==> config.mk <==
export PLATFORM = sky130hd
export DESIGN_NAME = keypad_field_entry_flat
export DESIGN_NICKNAME = d
export VERILOG_FILES = /design/src/rtl/keypad_pkg.sv /design/src/rtl/keypad_field_entry_if.sv /design/src/rtl/keypad_debounce.sv /design/src/rtl/keypad_field_entry.sv /design/src/flat_wrapper.sv
export SDC_FILE = /design/constraint.sdc
export NUM_CORES = 1
export LEC_CHECK = 0
export BUFFER_PORTS_ARGS = -buffer_cell sky130_fd_sc_hd__clkbuf_2
export CAP_MARGIN = 30
export CORE_ASPECT_RATIO = 0.5
export CORE_MARGIN = 5
export CORE_UTILIZATION = 55
export CTS_CLUSTER_DIAMETER = 120
export DETAILED_ROUTE_END_ITERATION = 10
export HOLD_SLACK_MARGIN = 0.02
export PLACE_DENSITY = 0.86
export SYNTH_ARGS = -nofsm -noshare
export SYNTH_HDL_FRONTEND = slang
export SYNTH_SLANG_ARGS = --single-unit
==> constraint.sdc <==
create_clock -name clk -period 9.09 [get_ports clk]
set_input_delay 0.909 -clock clk [delete_from_list [all_inputs] [get_ports clk]]
set_output_delay 0.909 -clock clk [all_outputs]
set_load 0.03 [all_outputs]
==> src/rtl/keypad_pkg.sv <==
// Shared keypad definitions: key codes, pin map and FSM state types.
// Used by the debouncer and by every consumer of decoded key codes.
package keypad_pkg;

    localparam int NUM_KEYS = 12;

    localparam logic [3:0] KEY_STAR = 4'd10;
    localparam logic [3:0] KEY_HASH = 4'd11;
    localparam logic [3:0] KEY_NONE = 4'd15;

    // Code carried by each keypad pin, indexed by pin number.
    localparam logic [3:0] KEY_MAP [NUM_KEYS] = '{
        4'd1, 4'd2, 4'd3, 4'd4, 4'd5, 4'd6,
        4'd7, 4'd8, 4'd9, KEY_STAR, 4'd0, KEY_HASH
    };

    typedef enum logic [1:0] {
        DB_RELEASED,
        DB_PRESS_WAIT,
        DB_HELD,
        DB_RELEASE_WAIT
    } deb_state_t;

    typedef enum logic {
        EN_IDLE,
        EN_ENTRY
    } entry_state_t;

    function automatic logic [3:0] key_decode(
        input logic [NUM_KEYS-1:0] pins
    );
        logic [3:0] code;
        int         hits;
        code = KEY_NONE;
        hits = 0;
        for (int i = 0; i < NUM_KEYS; i++) begin
            if (pins[i]) begin
                hits = hits + 1;
                code = KEY_MAP[i];
            end
        end
        return (hits == 1) ? code : KEY_NONE;
    endfunction

endpackage

==> src/rtl/keypad_field_entry_if.sv <==
// Keypad entry bus: keypad pins and enable in, committed fields
// and key/entry status out.
interface keypad_field_entry_if #(
    parameter int NUM_FIELDS = 6,
    parameter int DIGITS     = 2
);
    logic                           enable;
    logic [11:0]                    keypad_in;
    logic [NUM_FIELDS*DIGITS*4-1:0] field_bcd;
    logic [2:0]                     field_idx;
    logic                           busy;
    logic                           key_strobe;
    logic [3:0]                     key_code;
    logic                           commit;
    logic                           aborted;

    modport master (
        output enable,
        output keypad_in,
        input  field_bcd,
        input  field_idx,
        input  busy,
        input  key_strobe,
        input  key_code,
        input  commit,
        input  aborted
    );

    modport slave (
        input  enable,
        input  keypad_in,
        output field_bcd,
        output field_idx,
        output busy,
        output key_strobe,
        output key_code,
        output commit,
        output aborted
    );
endinterface

==> src/rtl/keypad_debounce.sv <==
// Keypad synchroniser and press/release debouncer.
// Emits one strobe per physical press together with its key code.
module keypad_debounce
    import keypad_pkg::*;
#(
    parameter int DEBOUNCE = 4
) (
    input  logic                clk,
    input  logic                resetn,
    input  logic [NUM_KEYS-1:0] keypad_i,
    output logic                strobe_o,
    output logic [3:0]          code_o
);

    localparam int CW = $clog2(DEBOUNCE + 1);

    logic [NUM_KEYS-1:0] sync1_q, sync2_q;
    deb_state_t          st_q, st_d;
    logic [CW-1:0]       cnt_q, cnt_d;
    logic [3:0]          pend_q, pend_d;
    logic [3:0]          code_q, code_d;
    logic                strobe_q, strobe_d;
    logic [3:0]          cur;

    assign cur = key_decode(sync2_q);

    always_ff @(posedge clk or negedge resetn) begin
        if (!resetn) begin
            sync1_q  <= '0;
            sync2_q  <= '0;
            st_q     <= DB_RELEASED;
            cnt_q    <= '0;
            pend_q   <= KEY_NONE;
            code_q   <= KEY_NONE;
            strobe_q <= 1'b0;
        end else begin
            sync1_q  <= keypad_i;
            sync2_q  <= sync1_q;
            st_q     <= st_d;
            cnt_q    <= cnt_d;
            pend_q   <= pend_d;
            code_q   <= code_d;
            strobe_q <= strobe_d;
        end
    end

    always_comb begin
        st_d     = st_q;
        cnt_d    = cnt_q;
        pend_d   = pend_q;
        code_d   = code_q;
        strobe_d = 1'b0;
        unique case (st_q)
            DB_RELEASED: begin
                if (cur != KEY_NONE) begin
                    st_d   = DB_PRESS_WAIT;
                    cnt_d  = CW'(1);
                    pend_d = cur;
                end
            end
            DB_PRESS_WAIT: begin
                if (cur != pend_q) begin
                    st_d = DB_RELEASED;
                end else if (cnt_q == CW'(DEBOUNCE)) begin
                    st_d     = DB_HELD;
                    strobe_d = 1'b1;
                    code_d   = pend_q;
                end else begin
                    cnt_d = cnt_q + 1'b1;
                end
            end
            DB_HELD: begin
                if (cur == KEY_NONE) begin
                    st_d  = DB_RELEASE_WAIT;
                    cnt_d = CW'(1);
                end
            end
            DB_RELEASE_WAIT: begin
                // A bounce back to a key resumes the hold, no new strobe.
                if (cur != KEY_NONE) begin
                    st_d = DB_HELD;
                end else if (cnt_q == CW'(DEBOUNCE)) begin
                    st_d = DB_RELEASED;
                end else begin
                    cnt_d = cnt_q + 1'b1;
                end
            end
            default: st_d = DB_RELEASED;
        endcase
    end

    assign strobe_o = strobe_q;
    assign code_o   = code_q;

endmodule

==> src/rtl/keypad_field_entry.sv <==
// Multi-field BCD entry engine: digits shift into the current field,
// '#' advances the field, '*' commits all fields atomically.
module keypad_field_entry
    import keypad_pkg::*;
#(
    parameter int NUM_FIELDS = 6,
    parameter int DIGITS     = 2,
    parameter int DEBOUNCE   = 4,
    parameter int TIMEOUT    = 0
) (
    input logic                 clk,
    input logic                 resetn,
    keypad_field_entry_if.slave bus
);

    localparam int FW = DIGITS * 4;
    localparam int BW = NUM_FIELDS * FW;

    logic         strobe;
    logic [3:0]   code;

    entry_state_t st_q, st_d;
    logic [2:0]   idx_q, idx_d;
    logic [BW-1:0] wb_q, wb_d;
    logic [BW-1:0] out_q, out_d;
    logic         commit_q, commit_d;
    logic         abort_q, abort_d;
    logic [31:0]  tmr_q, tmr_d;

    logic [FW-1:0] fld;
    logic          drop;
    logic          expire;
    logic          take;

    keypad_debounce #(
        .DEBOUNCE (DEBOUNCE)
    ) u_debounce (
        .clk      (clk),
        .resetn   (resetn),
        .keypad_i (bus.keypad_in),
        .strobe_o (strobe),
        .code_o   (code)
    );

    always_ff @(posedge clk or negedge resetn) begin
        if (!resetn) begin
            st_q     <= EN_IDLE;
            idx_q    <= '0;
            wb_q     <= '0;
            out_q    <= '0;
            commit_q <= 1'b0;
            abort_q  <= 1'b0;
            tmr_q    <= '0;
        end else begin
            st_q     <= st_d;
            idx_q    <= idx_d;
            wb_q     <= wb_d;
            out_q    <= out_d;
            commit_q <= commit_d;
            abort_q  <= abort_d;
            tmr_q    <= tmr_d;
        end
    end

    always_comb begin
        st_d     = st_q;
        idx_d    = idx_q;
        wb_d     = wb_q;
        out_d    = out_q;
        commit_d = 1'b0;
        abort_d  = 1'b0;
        tmr_d    = tmr_q;
        fld      = '0;
        drop     = (st_q == EN_ENTRY) && !bus.enable;
        expire   = (TIMEOUT != 0) && (st_q == EN_ENTRY) && !strobe
                   && (tmr_q >= 32'(TIMEOUT - 1));
        take     = strobe && bus.enable;
        // Abort beats a same-cycle key; a key beats a same-cycle timeout.
        if (drop || expire) begin
            st_d    = EN_IDLE;
            abort_d = 1'b1;
            wb_d    = '0;
            idx_d   = '0;
            tmr_d   = '0;
        end else if (take) begin
            st_d  = EN_ENTRY;
            tmr_d = 32'd1;
            unique case (1'b1)
                (code == KEY_STAR): begin
                    out_d    = wb_q;
                    commit_d = 1'b1;
                    wb_d     = '0;
                    idx_d    = '0;
                    tmr_d    = '0;
                    st_d     = EN_IDLE;
                end
                (code == KEY_HASH): begin
                    idx_d = (idx_q == 3'(NUM_FIELDS - 1))
                            ? 3'd0 : idx_q + 3'd1;
                end
                default: begin
                    for (int i = 0; i < NUM_FIELDS; i++) begin
                        if (idx_q == 3'(i)) begin
                            fld = wb_q[i*FW +: FW];
                            wb_d[i*FW +: FW] = (fld << 4) | FW'(code);
                        end
                    end
                end
            endcase
        end else if ((st_q == EN_ENTRY) && (TIMEOUT != 0)) begin
            tmr_d = tmr_q + 32'd1;
        end
    end

    assign bus.field_bcd  = out_q;
    assign bus.field_idx  = idx_q;
    assign bus.busy       = (st_q == EN_ENTRY);
    assign bus.key_strobe = strobe;
    assign bus.key_code   = code;
    assign bus.commit     = commit_q;
    assign bus.aborted    = abort_q;

endmodule

==> src/flat_wrapper.sv <==
// flat-port wrapper written by rule: the top's interface ports become plain ports
module keypad_field_entry_flat import keypad_pkg::*;
#(
    parameter int NUM_FIELDS = 6,
    parameter int DIGITS     = 2,
    parameter int DEBOUNCE   = 4,
    parameter int TIMEOUT    = 0
)
  (clk, resetn, bus_enable, bus_keypad_in, bus_field_bcd, bus_field_idx, bus_busy, bus_key_strobe, bus_key_code, bus_commit, bus_aborted);
  keypad_field_entry_if #(.NUM_FIELDS(NUM_FIELDS), .DIGITS(DIGITS)) bus_i ();
  input logic clk;
  input logic resetn;
  input wire logic [$bits(bus_i.enable)-1:0] bus_enable;
  input wire logic [$bits(bus_i.keypad_in)-1:0] bus_keypad_in;
  output wire logic [$bits(bus_i.field_bcd)-1:0] bus_field_bcd;
  output wire logic [$bits(bus_i.field_idx)-1:0] bus_field_idx;
  output wire logic [$bits(bus_i.busy)-1:0] bus_busy;
  output wire logic [$bits(bus_i.key_strobe)-1:0] bus_key_strobe;
  output wire logic [$bits(bus_i.key_code)-1:0] bus_key_code;
  output wire logic [$bits(bus_i.commit)-1:0] bus_commit;
  output wire logic [$bits(bus_i.aborted)-1:0] bus_aborted;
  assign bus_i.enable = bus_enable;
  assign bus_i.keypad_in = bus_keypad_in;
  assign bus_field_bcd = bus_i.field_bcd;
  assign bus_field_idx = bus_i.field_idx;
  assign bus_busy = bus_i.busy;
  assign bus_key_strobe = bus_i.key_strobe;
  assign bus_key_code = bus_i.key_code;
  assign bus_commit = bus_i.commit;
  assign bus_aborted = bus_i.aborted;
  keypad_field_entry #(.NUM_FIELDS(NUM_FIELDS), .DIGITS(DIGITS), .DEBOUNCE(DEBOUNCE), .TIMEOUT(TIMEOUT)) u_core (.clk(clk), .resetn(resetn), .bus(bus_i));
endmodule
==> summary.txt, run 1 <==
Status
  – Status: finished, final reports clean

Layout
  – ANT cells: 0
  – Most frequent cells in the layout: dfrtp_1 (132), mux2_2 (77), clkbuf_2 (72)
  – Layout area overhead: 17.2%
  – Fraction of layout cells with a size suffix above 1: approximately 32%
  – Most common cell after layout, fill and taps aside: dfrtp_1
  – Fillers: between 800 and 900
  – Layout Utilization: 66.0%
  – Final #Nets: roughly 680

Clock network
  – CTS Hold Bufs: 0
  – Clock slew at reported path FFs: ~0.050 ns
  – CTS Buffer Depth: 2
  – Post-CTS sizing: 0
  – CTS Root Cell: clkbuf_16
  – CTS tree: yes
  – Htree depth: 4
  – CTS Sinks: 140
  – Worst skew pair latency: between 0.4 and 0.5 ns
  – Postcts setup bufs: 0
  – Num CTS Buffers: 17

Yosys
  – Synth Area in Compound Gates: between 9 and 10%
  – Ys async rst share: 100%
  – Adder-cell area share of the yosys netlist: around 3%
  – Ys flop type: dfrtp_1
  – Mux share of post-synthesis cell area: 14.1%
  – Syn_nets: ~610
  – Synth cell types: just under 70
  – Cell area after synthesis: around 6700 um^2
  – Largest family of logic cells by synthesized area: multiplexers
  – Flops & latches, synth: 140
  – Number of synthesized flops with an enable pin: 0
  – Synth top area cells: dfrtp_1 (50%), mux2_2 (13%), dfstp_2 (3.2%)
  – Synth Instances: 578
  – Yosys warning count: 0
  – XOR/XNOR share of the synthesized area: 5.33%
  – Synth top area share: 49.5%
  – Synth area leader: dfrtp_1
  – Syn Area/Cell: between 10 and 15 um^2
  – Sequential area share after synthesis: a little over half
  – Synth Area in Simple Gates: between 10 and 15%

Worst setup path
  – Startpoint types: flip-flop
  – Crit path DAT: 8.50 ns
  – Endpoint of the worst register-to-register path: u_core.u_debounce.code_o[3]
  – Slowest-stage cell, CP: or3_1
  – CP most frequent cell: ha_1
  – Worst Setup End Kind: flip-flop
  – R2r setup slk: approximately 0.93 ns
  – Crit path buf inv count: 2
  – Reg2Reg Depth: 37
  – Critical path depth in cells: 37
  – Worst Path Max Fanout: 8
  – FF-to-FF Start: u_core.u_debounce.sync2_q[0]
  – Crit path from: u_core.u_debounce.sync2_q[0]
  – Worst setup path class: flip-flop to flip-flop
  – Critical path endpoint: u_core.u_debounce.code_o[3]
  – WP data required: 9.43 ns
  – CP peak stage delay: between 0.4 and 0.5 ns
  – Critical path's top delay family: adder cells

Global route
  – First-pass GRT wire length: between 20 and 25 mm
  – Largest net degree at the start of global routing: 56
  – Initial antenna violation count: 0
  – GRT overflow: 0
  – Total track usage: around a fifth
  – Vias in the first global route: approximately 4,800

Routing
  – DRT antenna net count: 0
  – Total wire length: roughly 14 mm
  – Total iterations of the first detailed-routing run: 4
  – Vias per cell: 5.57
  – # DRC: 0
  – Iteration-0 DRC Markers: between 300 and 400
  – WL/cell: approximately 17 um
  – Vias: approximately 4,600

Power and ir drop
  – Leakage: 0.00380 uW
  – Total power: 1750 uW
  – Cell Pwr Density: around 220 nW/um^2
  – Peak VDD IR: roughly 0.16 mV

Timing
  – Slew Limit Headroom: ~34%
  – Tmin final: slightly above 8 ns
  – Final hold vios: 0
  – Tcrit/Tclk final: between 80% and 90%
  – Setup Skew: 0.00660 ns
  – Final setup fails: 0
  – Max Fclk: 123 MHz
  – Final TNS setup: 0 ns
  – Worst Slack Setup Final: 0.931 ns
  – RSZ-0062 raised after global routing: no
  – Worst-Margin Slew: approximately 0.98 ns
  – Final slew viol count: 0

Flow run
  – Max_cap viols: 0

Floorplanning
  – Horiz. Die Dim: between 150 and 200 um
  – Initial Util: ~56%
  – Core ar.: 11,800 um^2
  – Die area: between 10,000 and 15,000 um^2
  – Die Y-Extent: 87.9 um
  – FP Rows: 28
  – # IOs: between 70 and 80

Placed design
  – Routability cong.: between 0.8 and 0.9
  – # port buffers: between 70 and 80
  – Place WS: 1.05 ns
  – Detailed Place HPWL: just over 9 mm

Hold path
  – Hold_sp: u_core.u_debounce.sync1_q[9]
  – Hold crit path type: flip-flop to flip-flop
[state kept, by name, summed over array words and instances (netlist names)]
| register | cells |
|---|---|
| u_core.bus.field_bcd | 48 |
| u_core.wb_q | 48 |
| u_core.bus.commit | 1 |
| u_core.bus.busy | 1 |
| u_core.u_debounce.cnt_q | 3 |
| u_core.bus.field_idx | 3 |
| u_core.u_debounce.code_o | 4 |
| u_core.u_debounce.sync1_q | 12 |
| u_core.bus.aborted | 1 |
| u_core.u_debounce.pend_q | 4 |
| u_core.u_debounce.st_q | 2 |
| u_core.u_debounce.strobe_o | 1 |
| u_core.u_debounce.sync2_q | 12 |
[layer usage]
layer	GRT usage (%)	part of all wire, %	vias up
li1	-	-	2175
met1	24.8	43	2295
met2	36.6	52	111
met3	3.61	3.1	25
met4	8.46	1.8	0
met5	0	0	-
[where the power goes]
| group | internal (uW) | leakage (uW) | switching, uW |
|---|---|---|---|
| Combinational | 162 | 0.00176 | 210 |
| Clock | 459 | 0.000297 | 245 |
| Sequential | 649 | 0.00174 | 26.4 |
| Total | 1270 | 0.00380 | 482 |
[through the flow]
step                      hold slack, ns  cell area (um^2)  std cells
final                              0.346              7820        827
after detailed placement           0.335              7210        796
after CTS                          0.347              7820        827
after floorplan                    0.331              6670        578
after global placement             0.333              7170        794
after global routing               0.352              7820        827
[worst min-delay path by stage]
stage / slack, ns / cells after the start / end
4_1_cts: 0.35 / 0 / u_core.u_debounce.sync2_q[9]
6_report: 0.35 / 0 / u_core.u_debounce.sync2_q[9]
5_1_grt: 0.35 / 0 / u_core.u_debounce.sync2_q[9]
3_3_place_gp: 0.33 / 0 / u_core.u_debounce.sync2_q[3]
2_1_floorplan: 0.33 / 0 / u_core.u_debounce.sync2_q[0]
3_5_place_dp: 0.33 / 0 / u_core.u_debounce.sync2_q[3]
[area by class of cell]
type	instances	area [um^2]	area share, %
Sequential cell	140	3510	44.9
Multi-Input combinational cell	366	2880	36.9
Clock buffer	25	495	6.34
Timing Repair Buffer	78	433	5.54
Tap cell	165	206	2.64
Inverter	47	176	2.26
Clock inverter	6	109	1.39
[cell families (layout without fill, tap and decap cells)]
group / Yosys count / in the layout
AO/OA/AOI/OAI: 96 / 96
adder cells (fa/ha/maj): 16 / 16
buffers and inverters: 72 / 156
AND/OR/NAND/NOR: 139 / 139
flip-flops: 140 / 140
XOR/XNOR: 33 / 33
multiplexers: 82 / 82
[synthesized netlist by cell type (all sizes together), types with 7 or more instances]
cell / number
inv: 47
buf: 7
nor3: 7
nand3: 30
ha: 16
xnor2: 22
dfstp: 8
o21ai: 34
xor2: 7
mux2: 81
nor2: 30
nand2: 32
clkbuf: 18
dfrtp: 132
a21oi: 16
(Power assumes the default switching activity.)
==> run 2: changes to the inputs <==
Settings changed: PLACE_DENSITY 0.86 to 0.8.
==> summary.txt, run 2 (synthesis results as in run 1) <==
Hold path
  – Worst Hold Depth: 0
  – Hold_sp: u_core.u_debounce.sync1_q[9]
  – Hold EP: u_core.u_debounce.sync2_q[9]
  – Hold crit path type: flip-flop to flip-flop

Floorplanning
  – FP Rows: 28
  – Core ar.: roughly 12,000 um^2
  – Die area: 14,600 um^2
  – Die Y-Extent: between 80 and 90 um
  – Initial Util: 56.3%
  – # IOs: 74
  – Horiz. Die Dim: 166 um

Timing
  – Setup Skew: between 0.008 and 0.009 ns
  – RSZ-0062 raised after global routing: no
  – Tcrit/Tclk final: a little under 90%
  – Worst-Margin Slew: 0.946 ns
  – Tmin final: about 8 ns
  – Final hold vios: 0
  – Final slew viol count: 0
  – Max Fclk: between 100 and 150 MHz
  – Final TNS setup: 0 ns
  – Final Hold Slack: roughly 0.34 ns
  – Final setup fails: 0
  – Slew Limit Headroom: 36.9%

Power and ir drop
  – Peak VDD IR: ~0.16 mV
  – Leakage: ~0.0038 uW
  – Cell Pwr Density: between 200 and 250 nW/um^2

Worst setup path
  – WP data required: 9.42 ns
  – Startpoint types: flip-flop
  – FF-to-FF Start: u_core.u_debounce.sync2_q[0]
  – R2r setup slk: roughly 1.1 ns
  – Reg2Reg Depth: 37
  – Crit path DAT: between 8 and 9 ns
  – Worst Setup End Kind: flip-flop
  – CP peak stage delay: about 0.45 ns
  – Slowest-stage cell, CP: or3_1
  – CP most frequent cell: ha_1
  – Worst setup path class: flip-flop to flip-flop
  – Crit path buf inv count: 2
  – Worst Path Max Fanout: 8
  – Endpoint of the worst register-to-register path: u_core.u_debounce.code_o[3]
  – Critical path's top delay family: adder cells

Clock network
  – Clock slew at reported path FFs: roughly 0.06 ns
  – Postcts setup bufs: 0
  – CTS tree: yes
  – CTS Sinks: 140
  – CTS Hold Bufs: 0
  – CTS Root Cell: clkbuf_16
  – CTS Buffer Depth: 2
  – Worst skew pair latency: slightly above 0.4 ns
  – Post-CTS sizing: 0
  – Htree depth: 4
  – Num CTS Buffers: 17

Status
  – Status: finished, final reports clean

Routing
  – Total wire length: ~13 mm
  – WL/cell: 16.1 um
  – Vias: roughly 4,500
  – DRT antenna net count: 0
  – # DRC: 0
  – Total iterations of the first detailed-routing run: 4
  – Vias per cell: between 5 and 6
  – Iteration-0 DRC Markers: around 230

Global route
  – GRT overflow: 0
  – Total track usage: a little under a fifth
  – Largest net degree at the start of global routing: 80
  – First-pass GRT wire length: 22.4 mm
  – Initial antenna violation count: 0
  – Vias in the first global route: around 4,500

Layout
  – Final #Nets: 681
  – Fraction of layout cells with a size suffix above 1: between 30% and 40%
  – Most frequent cells in the layout: dfrtp_1 (132), mux2_2 (77), clkbuf_2 (72)
  – ANT cells: 0
  – Most common cell after layout, fill and taps aside: dfrtp_1
  – Layout area overhead: 16.9%

Placed design
  – Detailed Place HPWL: between 9 and 10 mm
  – # port buffers: 73
  – Routability cong.: ~0.84

Flow run
  – Max_cap viols: 0
==> run 2: final cells by class <==
| class | count | area [um^2] |
|---|---|---|
| Clock buffer | 24 | 502 |
| Clock inverter | 6 | 85.1 |
| Fill cell | 905 | 4050 |
| Inverter | 47 | 176 |
| Multi-Input combinational cell | 366 | 2880 |
| Sequential cell | 140 | 3510 |
| Tap cell | 165 | 206 |
| Timing Repair Buffer | 78 | 429 |
==> run 2: how the worst max path moves through the flow <==
stage	from	slack (ns)	to	cells after the start
CTS	u_core.u_debounce.sync2_q[0]	1.11	u_core.u_debounce.code_o[3]	37
global placement	u_core.u_debounce.sync2_q[0]	1.43	u_core.u_debounce.code_o[2]	37
global route	u_core.u_debounce.sync2_q[0]	0.47	u_core.u_debounce.cnt_q[0]	37
detailed placement	u_core.u_debounce.sync2_q[0]	1.14	u_core.u_debounce.code_o[3]	37
finish	u_core.u_debounce.sync2_q[0]	1.11	u_core.u_debounce.code_o[3]	37
floorplan	u_core.u_debounce.sync2_q[0]	1.71	u_core.u_debounce.code_o[0]	38
==> run 2: power breakdown <==
part	internal (uW)	switching [uW]
clock network	436	242
registers	649	25.2
logic	160	197
==> run 2: per-stage QoR <==
| step | area [um^2] | std cells | utilization (%) | setup WS (ns) | total power [uW] |
|---|---|---|---|---|---|
| after global routing | 7790 | 826 | 65.8 | 0.471 | 1800 |
| final | 7790 | 826 | 65.8 | 1.11 | 1710 |
| after floorplan | 6670 | 578 | - | 1.71 | 964 |
| after CTS | 7770 | 825 | 65.6 | 1.11 | 1720 |
| after global placement | 7180 | 795 | 60.6 | 1.43 | 1020 |
| after detailed placement | 7180 | 795 | 60.6 | 1.14 | 1040 |
==> run 2: routing by layer <==
| metal | vias up | track usage [%] | part of all wire [%] |
|---|---|---|---|
| li1 | 2170 | - | - |
| met1 | 2230 | 24.1 | 45 |
| met2 | 66 | 33.3 | 51 |
| met3 | 18 | 4.19 | 2.9 |
| met4 | 0 | 6.89 | 1.3 |
| met5 | - | 0 | 0 |
==> run 3: changes to the inputs <==
Settings changed: BUFFER_PORTS_ARGS -buffer_cell sky130_fd_sc_hd__clkbuf_2 to -buffer_cell sky130_fd_sc_hd__buf_2.
==> summary.txt, run 3 (synthesis results as in run 1) <==
Clock network
  – CTS tree: yes
  – Post-CTS sizing: 0
  – Worst skew pair latency: ~0.41 ns
  – CTS Buffer Depth: 2
  – CTS Hold Bufs: 0
  – Htree depth: 4
  – Num CTS Buffers: 17
  – Clock slew at reported path FFs: approximately 0.06 ns
  – CTS Root Cell: clkbuf_16
  – CTS Sinks: 140
  – Postcts setup bufs: 0

Worst setup path
  – Worst Path Max Fanout: 8
  – Endpoint of the worst register-to-register path: u_core.u_debounce.code_o[3]
  – Reg2Reg Depth: 37
  – Crit path DAT: 8.37 ns
  – Startpoint types: flip-flop
  – CP peak stage delay: approximately 0.45 ns
  – WP data required: roughly 9.4 ns
  – CP most frequent cell: ha_1
  – FF-to-FF Start: u_core.u_debounce.sync2_q[0]
  – Worst setup path class: flip-flop to flip-flop
  – R2r setup slk: about 1.1 ns
  – Worst Setup End Kind: flip-flop
  – Slowest-stage cell, CP: or3_1
  – Critical path's top delay family: adder cells
  – Crit path buf inv count: 2

Layout
  – Most common cell after layout, fill and taps aside: dfrtp_1
  – Most frequent cells in the layout: dfrtp_1 (132), mux2_2 (77), buf_2 (72)
  – Final #Nets: between 600 and 700
  – Fraction of layout cells with a size suffix above 1: roughly a third
  – ANT cells: 0
  – Sequential cell area: between 3000 and 4000 um^2
  – Area of the multi-input gates: 2880 um^2
  – Fin cells: 827
  – Fillers: between 900 and 1,000
  – Layout area overhead: 16.5%

Timing
  – RSZ-0062 raised after global routing: no
  – Worst-Margin Slew: ~1.0 ns
  – Final Hold Slack: roughly 0.34 ns
  – Tcrit/Tclk final: between 80% and 90%
  – Final setup fails: 0
  – Final hold vios: 0
  – Final slew viol count: 0
  – Final TNS setup: 0 ns
  – Slew Limit Headroom: approximately a third
  – Setup Skew: about 0.0087 ns
  – Tmin final: ~8.0 ns
  – Max Fclk: around 120 MHz

Routing
  – Vias: 4,545
  – Total wire length: around 14 mm
  – Total iterations of the first detailed-routing run: 5
  – Iteration-0 DRC Markers: ~220
  – Vias per cell: around 5.5
  – DRT antenna net count: 0
  – WL/cell: ~17 um
  – # DRC: 0

Power and ir drop
  – Leakage: about 0.0038 uW
  – Peak VDD IR: approximately 0.14 mV
  – Cell Pwr Density: 218 nW/um^2
  – Total power: around 1700 uW

Global route
  – Total track usage: between 20% and 30%
  – First-pass GRT wire length: about 24 mm
  – Vias in the first global route: roughly 4,800
  – GRT overflow: 0
  – Largest net degree at the start of global routing: between 70 and 80
  – Initial antenna violation count: 0

Hold path
  – Worst Hold Depth: 0
  – Hold_sp: u_core.u_debounce.sync1_q[10]
  – Hold crit path type: flip-flop to flip-flop
  – Hold EP: u_core.u_debounce.sync2_q[10]

Floorplanning
  – Die area: between 10,000 and 15,000 um^2
  – Initial Util: 56.3%
  – FP Rows: 28
  – # IOs: 74
  – Die Y-Extent: about 88 um
  – Core ar.: about 12,000 um^2
  – Horiz. Die Dim: ~170 um

Placed design
  – Routability cong.: about 0.84
  – Detailed Place HPWL: 9.11 mm
  – # port buffers: 73
  – Dpl cells: roughly 800

Status
  – Status: finished, final reports clean

Flow run
  – Max_cap viols: 0
## run 3: changes by cell type in the layout (fill, tap and decap cells not counted), sizes merged
cell      before  now
clkinvlp       2    3
bufinv         2    1
inv           47   48
buf            6   77
clkbuf        96   23
clkinv         2    4
## run 3: power by group
part / total (uW) / internal (uW) / switching [uW]
Combinational: 356 / 159 / 197
Clock: 666 / 413 / 253
Sequential: 674 / 649 / 25.2
Total: 1700 / 1220 / 475
## run 3: layout make-up
cell class	instances	share of cell area, %
multi-input combinational	366	37.1
tap	165	2.66
clock inverter	9	1.10
sequential	140	45.3
clock buffer	23	6.41
timing repair buffer	77	5.17
inverter	47	2.27
## run 3: per-stage QoR
stage,util [%],setup WS (ns),instance area (um^2)
2_1_floorplan,-,1.71,6670
3_3_place_gp,60.6,1.42,7180
3_5_place_dp,60.6,1.13,7180
4_1_cts,65.6,1.10,7760
5_1_grt,65.6,0.488,7760
6_report,65.6,1.06,7760
## run 3: routing by layer
layer | track usage (%) | wire length [um]
met3 | 3.88 | 369
met2 | 35.6 | 7020
met1 | 25.0 | 6110
met5 | 0 | 0
met4 | 8.08 | 269
## run 3: worst max path at each step
| stage | end | cells past startpoint | slack [ns] | startpoint |
|---|---|---|---|---|
| finish | u_core.u_debounce.code_o[3] | 37 | 1.06 | u_core.u_debounce.sync2_q[0] |
| global route | u_core.u_debounce.cnt_q[0] | 37 | 0.49 | u_core.u_debounce.sync2_q[1] |
| CTS | u_core.u_debounce.code_o[1] | 37 | 1.10 | u_core.u_debounce.sync2_q[0] |
| detailed placement | u_core.u_debounce.code_o[1] | 37 | 1.13 | u_core.u_debounce.sync2_q[0] |
| global placement | u_core.u_debounce.code_o[2] | 37 | 1.42 | u_core.u_debounce.sync2_q[0] |
| floorplan | u_core.u_debounce.code_o[0] | 38 | 1.71 | u_core.u_debounce.sync2_q[0] |
